`src/rtl/regfile_read_arbiter.sv`:
```
// Round-robin arbiter sharing one register-file read port among N_REQ requesters.
// Write-first forwarding, zero-register handling, and a registered response one cycle after grant.
module regfile_read_arbiter #(
    parameter int N_REQ    = 4,
    parameter int DW       = 64,
    parameter int AW       = 5,
    parameter int ZERO_REG = 31
) (
    input  logic                clk_i,
    input  logic                reset_i,
    input  logic [N_REQ-1:0]    req_i,
    input  logic [N_REQ*AW-1:0] req_addr_i,
    output logic [N_REQ-1:0]    gnt_o,
    output logic [AW-1:0]       rd_sel_o,
    input  logic [DW-1:0]       rd_data_i,
    input  logic                wr_en_i,
    input  logic [AW-1:0]       wr_addr_i,
    input  logic [DW-1:0]       wr_data_i,
    output logic [N_REQ-1:0]    resp_valid_o,
    output logic [DW-1:0]       resp_data_o
);

    localparam int PW = (N_REQ > 1) ? $clog2(N_REQ) : 1;

    logic [PW-1:0]    ptr_q, ptr_d;
    logic [N_REQ-1:0] resp_valid_q, resp_valid_d;
    logic [DW-1:0]    resp_data_q, resp_data_d;
    logic [AW-1:0]    addr_arr [N_REQ];
    logic             found;
    logic [PW-1:0]    winner;

    always_comb begin : unpack_addr
        for (int i = 0; i < N_REQ; i++) begin
            addr_arr[i] = req_addr_i[i*AW +: AW];
        end
    end

    // Scan from the pointer, wrapping; reset masks any grant.
    always_comb begin : arbitrate
        int idx;
        idx    = 0;
        found  = 1'b0;
        winner = '0;
        for (int k = 0; k < N_REQ; k++) begin
            idx = int'(ptr_q) + k;
            if (idx >= N_REQ) begin
                idx = idx - N_REQ;
            end
            if (!found && req_i[idx[PW-1:0]]) begin
                found  = 1'b1;
                winner = idx[PW-1:0];
            end
        end
        if (reset_i) begin
            found = 1'b0;
        end
    end

    always_comb begin : grant_out
        for (int i = 0; i < N_REQ; i++) begin
            gnt_o[i] = found && (winner == PW'(i));
        end
        rd_sel_o = found ? addr_arr[winner] : '0;
    end

    // Zero register beats forwarding; forwarding beats the array read.
    always_comb begin : next_state
        resp_data_d  = resp_data_q;
        resp_valid_d = gnt_o;
        ptr_d        = ptr_q;
        if (found) begin
            if (rd_sel_o == AW'(ZERO_REG)) begin
                resp_data_d = '0;
            end else if (wr_en_i && (wr_addr_i == rd_sel_o)) begin
                resp_data_d = wr_data_i;
            end else begin
                resp_data_d = rd_data_i;
            end
            ptr_d = (winner == PW'(N_REQ - 1)) ? '0 : winner + PW'(1);
        end
    end

    always_ff @(posedge clk_i) begin
        if (reset_i) begin
            ptr_q        <= '0;
            resp_valid_q <= '0;
            resp_data_q  <= '0;
        end else begin
            ptr_q        <= ptr_d;
            resp_valid_q <= resp_valid_d;
            resp_data_q  <= resp_data_d;
        end
    end

    assign resp_valid_o = resp_valid_q;
    assign resp_data_o  = resp_data_q;

endmodule

```
`config.mk`:
```
export PLATFORM = sky130hd
export DESIGN_NAME = regfile_read_arbiter
export DESIGN_NICKNAME = d
export VERILOG_FILES = /design/src/rtl/regfile_read_arbiter.sv
export SDC_FILE = /design/constraint.sdc
export NUM_CORES = 1
export LEC_CHECK = 0
export ABC_AREA = 0
export BUFFER_PORTS_ARGS = -buffer_cell sky130_fd_sc_hd__buf_2
export CAP_MARGIN = 0
export CORE_AREA = 2 2 101 103
export CTS_BUF_LIST = sky130_fd_sc_hd__clkbuf_8 sky130_fd_sc_hd__clkbuf_16
export DETAILED_ROUTE_END_ITERATION = 8
export DIE_AREA = 0 0 103 105
export PLACE_DENSITY = 0.85
export SYNTH_ARGS = -nofsm -noshare
export SYNTH_HDL_FRONTEND = slang
export SYNTH_SLANG_ARGS = --single-unit
```
`constraint.sdc`:
```
create_clock -name clk_i -period 3.2 [get_ports clk_i]
set_input_delay 0.16 -clock clk_i [delete_from_list [all_inputs] [get_ports clk_i]]
set_output_delay 0.16 -clock clk_i [all_outputs]
set_load 0.01 [all_outputs]
```
* Word-level counts from Yosys, hierarchy flattened
Index checks and enable logic that the tools add are counted.
** Word-level totals
- Register bits after elaboration :: 70
- Bits in latches :: 0
- RAM bits :: 0
- ROM bits :: 0
- Input bits :: 160
- Output and inout port bits :: 77
- Word-level logic and storage cells :: 66
- Memories kept :: 0
** Cells by class
- $add $sub $neg :: 8
- Multiply operators :: 0
- Div/mod/pow operators :: 0
- Order comparisons :: 9
- Equality and inequality tests :: 5
- Shift-type cells :: 0
- Mux-type cells :: 28
- Bitwise operators :: 1
- Reductions and logical operators :: 12
** Operators by type and width (number)
- $mux 64 :: 2
- $mux 2 :: 9
- $mux 5 :: 3
- $ge 3x3->1 const B :: 4
- $lt 2x3->1 const B :: 4
- $bmux 5 s2 :: 1
- $mux 1 :: 9
- $bmux 1 s2 :: 4
- $logic_and 1x1->1 :: 8
- $sub 2x1->2 const B :: 4
- $add 2x2->3 const B :: 2
- $eq 5x5->1 :: 1
- $eq 5x5->1 const B :: 1
- $eq 2x2->1 const B :: 2
- $add 2x1->3 const B :: 1
- $ge 2x3->1 const B :: 1
- $logic_not 1->1 :: 3
- $not 2->3 :: 1
- $add 2x1->2 const B :: 1
- $eq 2x1->1 const B :: 1
- $logic_not 2->1 :: 1

* Depth between registers and ports, before layout
Gate-level depths: netlist (run 1).
- Depth in word-level cells :: 23
- Depth in mapped cells :: 12

* Worst setup path after synthesis (run 1)
OpenSTA, ideal clock, no wires.
- Path kind :: register to register
- Start :: reg ptr_q[1]
- End :: reg resp_data_q[0], in the netlist resp_data_o[0]
- Library setup time :: 0.079 ns
- Arrival :: 2.439 ns
- Data required time :: 3.121 ns
- Setup slack :: 0.682 ns
- Stages on the path, launching flop included :: 13
- Clock period less this slack :: 2.518 ns
- Path through :: dfxtp_1 -> nand2_1 -> a211o_1 -> buf_6 -> and3_4 -> o21bai_2 -> a21oi_1 -> nand4b_1 -> buf_2 -> or3_1 -> buf_4 -> buf_6 -> o211ai_1
** On the way
- Longest elaborated chain between the ends :: 23
** RTL lines
- start, declared :: RTL line 25 : logic [PW-1:0] ptr_q, ptr_d;
- start signal, assigned :: RTL line 89 : ptr_q <= ptr_d;
- parallel branches: the longest is 23 deep, another holds $add 2x1->3
- end signal, assigned :: RTL line 91 : resp_data_q <= resp_data_d;
- end, declared :: RTL line 27 : logic [DW-1:0] resp_data_q, resp_data_d;
Parallel ways; which one is timed is not known. The select of a mux whose other input is x is not followed.
A chain may end at the register's enable or synchronous reset.

* Worst setup path in the final report (run 1)
- Start :: reg ptr_q[1]
- End :: reg resp_data_q[5], in the netlist resp_data_o[5]
Same word-level chain as after synthesis.

==> metrics, run 1 <==
outcome complete, no violations; hold crit path type input port to flip-flop; #FFs+latches synth 70; initial antenna violation count 0; Clock Sinks 70; Starting Density 39.7%; Setup-failing EPs final 0; worst-path cell chain nand2_1 > a211oi_4 > nor2_2 > clkinv_1 > a211oi_1 > or3_1 > xnor2_2 > or3_2 > buf_4 > o211ai_1; Area contributors post-synth dfxtp_1, o311ai_0, nand2_1; global-route wire length before repair 19600 um; total congestion overflow 0; Max-Cap Viols 0; most frequent cells in the layout buf_2, nand2_1, dfxtp_1, o311ai_0, o211ai_1; post-place instance area 5110 um2; RSZ-0062 raised after global routing false; Cells after Synth 474; ant diodes 0; leading area contributor after synthesis dfxtp_1; TritonCTS clock tree done; leading cell type in the layout, fill and taps excluded buf_2; DP Wirelength 9050 um; Cell Area, Synth 3830 um2; Max Root-Sink Buffers 2; GPL Wtd Cong 0.885; Rel. slew slack 55.3%; CTS Buf Count 9; CP Data Arrival Time 3200 ps; Post-synth EDFFs 0; Fin. Hold Viols 0; ys async rst share 0%; core area 9640 um2; critical path launch point type flip-flop; Tightest Pin Transition 670 ps; Warnings, synthesis 0; Area growth, synth to finish 38.0%; die width 103 um; share of cells above drive strength 1 40.2%; Worst-Skew Late Latency 330 ps; Synthesized Nets 638; kind of critical path flip-flop to flip-flop; Peak Freq 339 MHz; die area 10800 um2; DR DRC count 0; Power Density 477 nW/um2; row count 36; port bufs 236; Die Height 105 um; final period utilization 92.1%; Root Buffer clkbuf_8; Final Skew 5.99 ps; WP buf/inv 2; sequential area share after synthesis 36.6%; # IOs 237; family with the most delay on the worst path simple AND/OR/NAND/NOR gates; antenna viol nets, final 0; via count 4533; number of DRC markers in iteration 0 211; post-CTS setup buffers 0; design area 5290 um2; Finished Core Util 54.9%; Crit path required time 3450 ps; iteration count of the initial detailed-routing pass 5; Worst-path clk slew 80 ps; CP max FO 39; crit-path max cell delay 460 ps; Total GRT Usage 22.3%; Leak 2.34 nW; CP Capture Type flip-flop; top-area cell type share of the netlist area 36.6%; vias in the first global route 4291; hold bufs inserted after CTS 0; Net count, final 843; Vias/cell 5.55; setup TNS 0 ps; Slew Viols, Final 0; slowest CP cell or3_2; largest net degree at the start of global routing 65; Routed wire per std cell 15.3 um; min Tclk post-route 2950 ps; Avg Inst Size Synth 8.08 um2; cts repair resizes 0; CTS HTree Levels 3; Max rail drop VDD 0.260 mV; WL final 12500 um; Synth cell types 48; dominant synthesized flop cell dfxtp_1
final timing paths:
path	cells past startpoint	endpoint	startpoint	slack, ps
max	10	resp_data_o[5]	ptr_q[1]	250
min	2	ptr_q[1]	reset_i	80
max reg2reg	10	resp_data_o[5]	ptr_q[1]	250
min reg2reg	2	resp_data_o[58]	resp_data_o[58]	470
registers in the layout, indices dropped and copies added (netlist names):
signal        cells
resp_data_o      64
resp_valid_o      4
ptr_q             2
cell families (layout without fill, tap and decap cells):
logic type,count (synthesis),in the layout,synth area share (%)
AOI/OAI and AO/OA,163,163,34.0
and+or+nand+nor,177,177,20.2
buffers and inverters,57,267,7.18
adders and majority gates,4,4,1.31
xor gates and xnor gates,1,1,0.229
muxes,2,2,0.523
DFF,70,70,36.6
worst register-to-register path: cells and delay by family (launching register included):
kind | cells | cell delay, ps
XOR/XNOR | 1 | 160
buffers and inverters | 2 | 410
AND/OR/NAND/NOR | 4 | 1140
flip-flops | 1 | 440
AO/OA/AOI/OAI | 3 | 700
metal layers:
| layer | global-route usage (%) | wire [um] |
|---|---|---|
| met3 | 4.88 | 929 |
| met4 | 8.93 | 223 |
| met5 | 0 | 0 |
| met2 | 39.4 | 6380 |
| met1 | 25.5 | 4970 |
power by group:
group	total (mW)	leakage [nW]	switching, mW	internal (mW)
registers	1.02	0.582	0.0534	0.971
clock network	0.623	0.0944	0.330	0.293
logic	0.875	1.66	0.525	0.350
cells in the mapped netlist, drive strengths merged (2+ instances only):
cell type	instances
nand2	133
nand3	9
dfxtp	70
o311ai	65
buf	12
or3	3
clkbuf	40
o21a	2
o21ai	6
ha	4
mux2i	2
inv	4
nand2b	2
and3	12
o211ai	65
nor2b	3
a21oi	7
nor2	6
nor3	3
a21o	5
and2	2
a211oi	3
through the flow:
stage | setup slack [ps] | instances | hold WS [ps] | power, mW
final | 251 | 817 | 83.0 | 2.52
after global routing | 12.4 | 817 | 66.0 | 2.69
after CTS | 214 | 817 | 60.2 | 2.54
after detailed placement | 222 | 801 | 430 | 1.92
after global placement | 381 | 801 | 419 | 1.89
after floorplan | 682 | 474 | 232 | 1.55
cell type report:
class                   instances  area, um2
multi-input cells             347       2220
inverters                       5       18.8
well taps                     133        166
clock inverters                 6       30.0
fillers                       927       4350
clock buffers                  10        138
flip-flops and latches         70       1400
repair buffers                246       1320
(Power assumes the default switching activity.)
==> inputs of run 2 (changes only) <==
- PLACE_DENSITY: 0.85 -> 0.78
- RECOVER_POWER: not set -> 25
==> metrics, run 2 (synthesis gave the netlist of run 1 again) <==
Root Buffer clkbuf_8; Crit path required time 3450 ps; Sw Ratio 36.9%; WL final 13300 um; DP Wirelength 9650 um; share of cells above drive strength 1 35.7%; sequential share of power 41.1%; GPL Wtd Cong 0.867; Clk network pwr share 23.9%; final cell count without fillers 821; Fillers 958; DP Cell Count 804; max layer used met4; total congestion overflow 0; crit-path max cell delay 460 ps; Vias/cell 5.55; P_int 1.58 mW; TritonCTS clock tree done; via count 4560; met2 WL 6710 um; Worst-path clk slew 90 ps; vias in the first global route 4304; Net count, final 846; outcome complete, no violations; CTS HTree Levels 3; initial antenna violation count 1; slowest CP cell or3_2; CTS Buf Count 9; final period utilization 94.8%; die width 103 um; CP max FO 32; Area growth, synth to finish 36.6%; Switching Power 0.921 mW; leading cell type in the layout, fill and taps excluded buf_2; hold crit path type input port to flip-flop; most frequent cells in the layout buf_2, nand2_1, dfxtp_1, o311ai_0, o211ai_1; largest net degree at the start of global routing 79; antenna viol nets, final 0; met3 routed wirelength 975 um; Pwr Total 2.50 mW; min Tclk post-route 3030 ps; hold bufs inserted after CTS 0; Routed wire per std cell 16.2 um; port bufs 236; Rel. slew slack 58.1%; family with the most delay on the worst path simple AND/OR/NAND/NOR gates; Max-Cap Viols 0; Total GRT Usage 23.5%; # IOs 237; Comb power frac 35.1%; Tightest Pin Transition 627 ps; Starting Density 39.7%; Slew Viols, Final 0; WP buf/inv 2; number of DRC markers in iteration 0 293; max reg flops 64; kind of critical path flip-flop to flip-flop; die area 10800 um2; CP Data Arrival Time 3280 ps; Max rail drop VDD 0.251 mV; Peak Freq 330 MHz; Leak 2.21 nW; DR DRC count 0; Setup-failing EPs final 0; iteration count of the initial detailed-routing pass 4; Max Root-Sink Buffers 2; CP Capture Type flip-flop; Power Density 477 nW/um2; Fin. Hold Viols 0; critical path launch point type flip-flop; Final Skew 19.8 ps; worst-path cell chain nand2b_1 > a21oi_1 > nor3_4 > inv_2 > a211oi_1 > or3_1 > xnor2_2 > or3_2 > buf_4 > o211ai_1; global-route wire length before repair 20400 um; Die Height 105 um; core area 9640 um2; Worst-Skew Late Latency 340 ps; DRT met1 WL 5340 um; Clock Sinks 70; row count 36
run 2: worst min-delay path: cells and delay by family:
family                 cells  cell delay, ps
AO/OA/AOI/OAI              1              70
buffers and inverters      1             100
AND/OR/NAND/NOR            1              40
run 2: power by group through the flow:
stage | Clock (mW) | Sequential (mW) | Combinational, mW
after floorplan | 0 | 1.08 | 0.467
after global placement | 0 | 1.04 | 0.859
after detailed placement | 0 | 1.04 | 0.872
after CTS | 0.618 | 1.02 | 0.874
after global routing | 0.669 | 1.04 | 0.964
final | 0.596 | 1.03 | 0.875
run 2: path summary, 6_finish.rpt:
path,startpoint,to,slack [ps],cells past startpoint
hold / removal,wr_data_i[13],resp_data_o[13],80,3
hold reg to reg,resp_data_o[13],resp_data_o[13],470,2
setup / recovery,ptr_q[0],resp_data_o[20],170,10
setup reg to reg,ptr_q[0],resp_data_o[20],170,10
run 2: timing repair:
action / 4_1_cts / 5_1_grt
endpoints found under the setup margin: 0 / 64
resized for setup: 0 / 6
buffers inserted: 0 / 0
run 2: area by class of cell:
type	instances	area, um2	share of cell area [%]
well taps	133	166	3.18
flip-flops and latches	70	1400	26.8
multi-input cells	347	2230	42.6
inverters	5	18.8	0.359
repair buffers	249	1260	24.0
clock buffers	9	124	2.37
diodes	1	2.50	0.0478
clock inverters	7	35.0	0.669
run 2: through the flow:
stage / hold WS [ps] / area (um2) / worst slack, ps / setup TNS [ps] / utilization [%]
floorplan: 232 / 3830 / 682 / 0 / -
global placement: 424 / 5100 / 328 / 0 / 52.9
detailed placement: 432 / 5100 / 226 / 0 / 52.9
CTS: 57.4 / 5260 / 135 / 0 / 54.5
global route: 58.3 / 5240 / -6.01 / -10.8 / 54.3
finish: 76.8 / 5240 / 166 / 0 / 54.3
run 2: routing by layer:
layer	vias up	GRT usage, %
li1	2210	-
met1	2115	27.8
met3	24	5.02
met4	0	8.55
met5	-	0
met2	211	41.0
==> inputs of run 3 (changes only) <==
- GPL_TIMING_DRIVEN: not set -> 0
==> metrics, run 3 (synthesis gave the netlist of run 1 again) <==
Net count, final 886; Worst-path clk slew 80 ps; CTS HTree Levels 3; Clock Sinks 70; Tightest Pin Transition 889 ps; ant diodes 0; Power Density 500 nW/um2; outcome complete, no violations; leading cell type in the layout, fill and taps excluded buf_2; CP Data Arrival Time 3230 ps; CP max FO 10; share of cells above drive strength 1 35.5%; iteration count of the initial detailed-routing pass 5; DP Wirelength 10300 um; Max-Cap Viols 0; die width 103 um; Max rail drop VDD 0.216 mV; antenna viol nets, final 0; DR DRC count 0; flop-to-flop setup slack 190 ps; min Tclk post-route 3010 ps; Root Buffer clkbuf_8; Routed wire per std cell 15.8 um; Rel. slew slack 40.5%; final cell count without fillers 859; Setup-failing EPs final 0; Die Height 105 um; CTS Buf Count 9; final period utilization 94.0%; WL final 13600 um; total congestion overflow 0; largest net degree at the start of global routing 12; TritonCTS clock tree done; hold crit path type input port to flip-flop; Slew Viols, Final 0; CP Capture Type flip-flop; core area 9640 um2; row count 36; max reg flops 64; Fin. Hold Viols 0; design area 5390 um2; GPL Wtd Cong 0.938; die area 10800 um2; Final Skew 11.0 ps; post-place instance area 5180 um2; via count 4728; critical path launch point type flip-flop; Starting Density 39.7%; Area growth, synth to finish 40.7%; Worst-Skew Late Latency 350 ps; global-route wire length before repair 21000 um; # IOs 237; kind of critical path flip-flop to flip-flop; Vias/cell 5.50; initial antenna violation count 0; port bufs 236; Total GRT Usage 24.0%; Leak 2.31 nW; DP Cell Count 843; number of DRC markers in iteration 0 300; Max Root-Sink Buffers 2; Hold WS 36.9 ps; vias in the first global route 4469; Crit path required time 3420 ps; most frequent cells in the layout buf_2, nand2_1, dfxtp_1, o211ai_1, clkbuf_1; Peak Freq 332 MHz
==> run 3: metrics by stage <==
| step | utilization, % | setup WS [ps] | TNS, ps | power (mW) |
|---|---|---|---|---|
| after global placement | 53.7 | 159 | 0 | 1.89 |
| after floorplan | - | 682 | 0 | 1.55 |
| after CTS | 55.9 | 87.4 | 0 | 2.67 |
| after global routing | 55.9 | -9.73 | -27.5 | 2.85 |
| final | 55.9 | 192 | 0 | 2.69 |
| after detailed placement | 53.7 | 23.7 | 0 | 1.91 |
==> run 3: metal layers <==
| metal | vias to the layer above | wire [um] | global-route usage, % |
|---|---|---|---|
| li1 | 2298 | - | - |
| met5 | - | 0 | 0 |
| met1 | 2170 | 5450 | 29.4 |
| met4 | 0 | 320 | 9.87 |
| met2 | 231 | 6780 | 40.7 |
| met3 | 29 | 1040 | 4.08 |
==> run 3: report_power, final <==
part	total, mW	internal (mW)	switching, mW	leakage, nW
clock network	0.767	0.428	0.339	0.108
registers	1.03	0.972	0.0568	0.582
logic	0.898	0.349	0.549	1.62
total	2.69	1.75	0.944	2.31
==> run 3: layout make-up <==
class	count	area, um2
tap	133	166
buffer	51	274
timing repair buffer	238	1150
multi-input combinational	347	2170
fill	945	4250
clock buffer	9	124
inverter	5	18.8
clock inverter	6	80.1
sequential	70	1400
==> run 3: repair_timing <==
action                     in CTS  in global routing
buffers inserted                0                  2
setup endpoints to repair       1                 60
pin swaps                       0                  1
hold buffers                    0                  0
resized for setup               1                 55
hold endpoints to repair        0                  0
==> run 3: critical path, stage by stage (launching register included) <==
cell	delay, ps
dfxtp_1	410
nor2b_4	80
o21a_1	260
or4_1	560
a21oi_1	240
o21a_1	140
o2111ai_1	140
clkbuf_2	260
clkbuf_1	250
o311ai_0	390
o211ai_1	150
==> run 3: path summary, 6_finish.rpt <==
path                   start               to  cells after the start
min                  reset_i         ptr_q[1]                      2
max                 ptr_q[0]  resp_data_o[59]                     10
max reg2reg         ptr_q[0]  resp_data_o[59]                     10
min reg2reg  resp_data_o[21]  resp_data_o[21]                      2
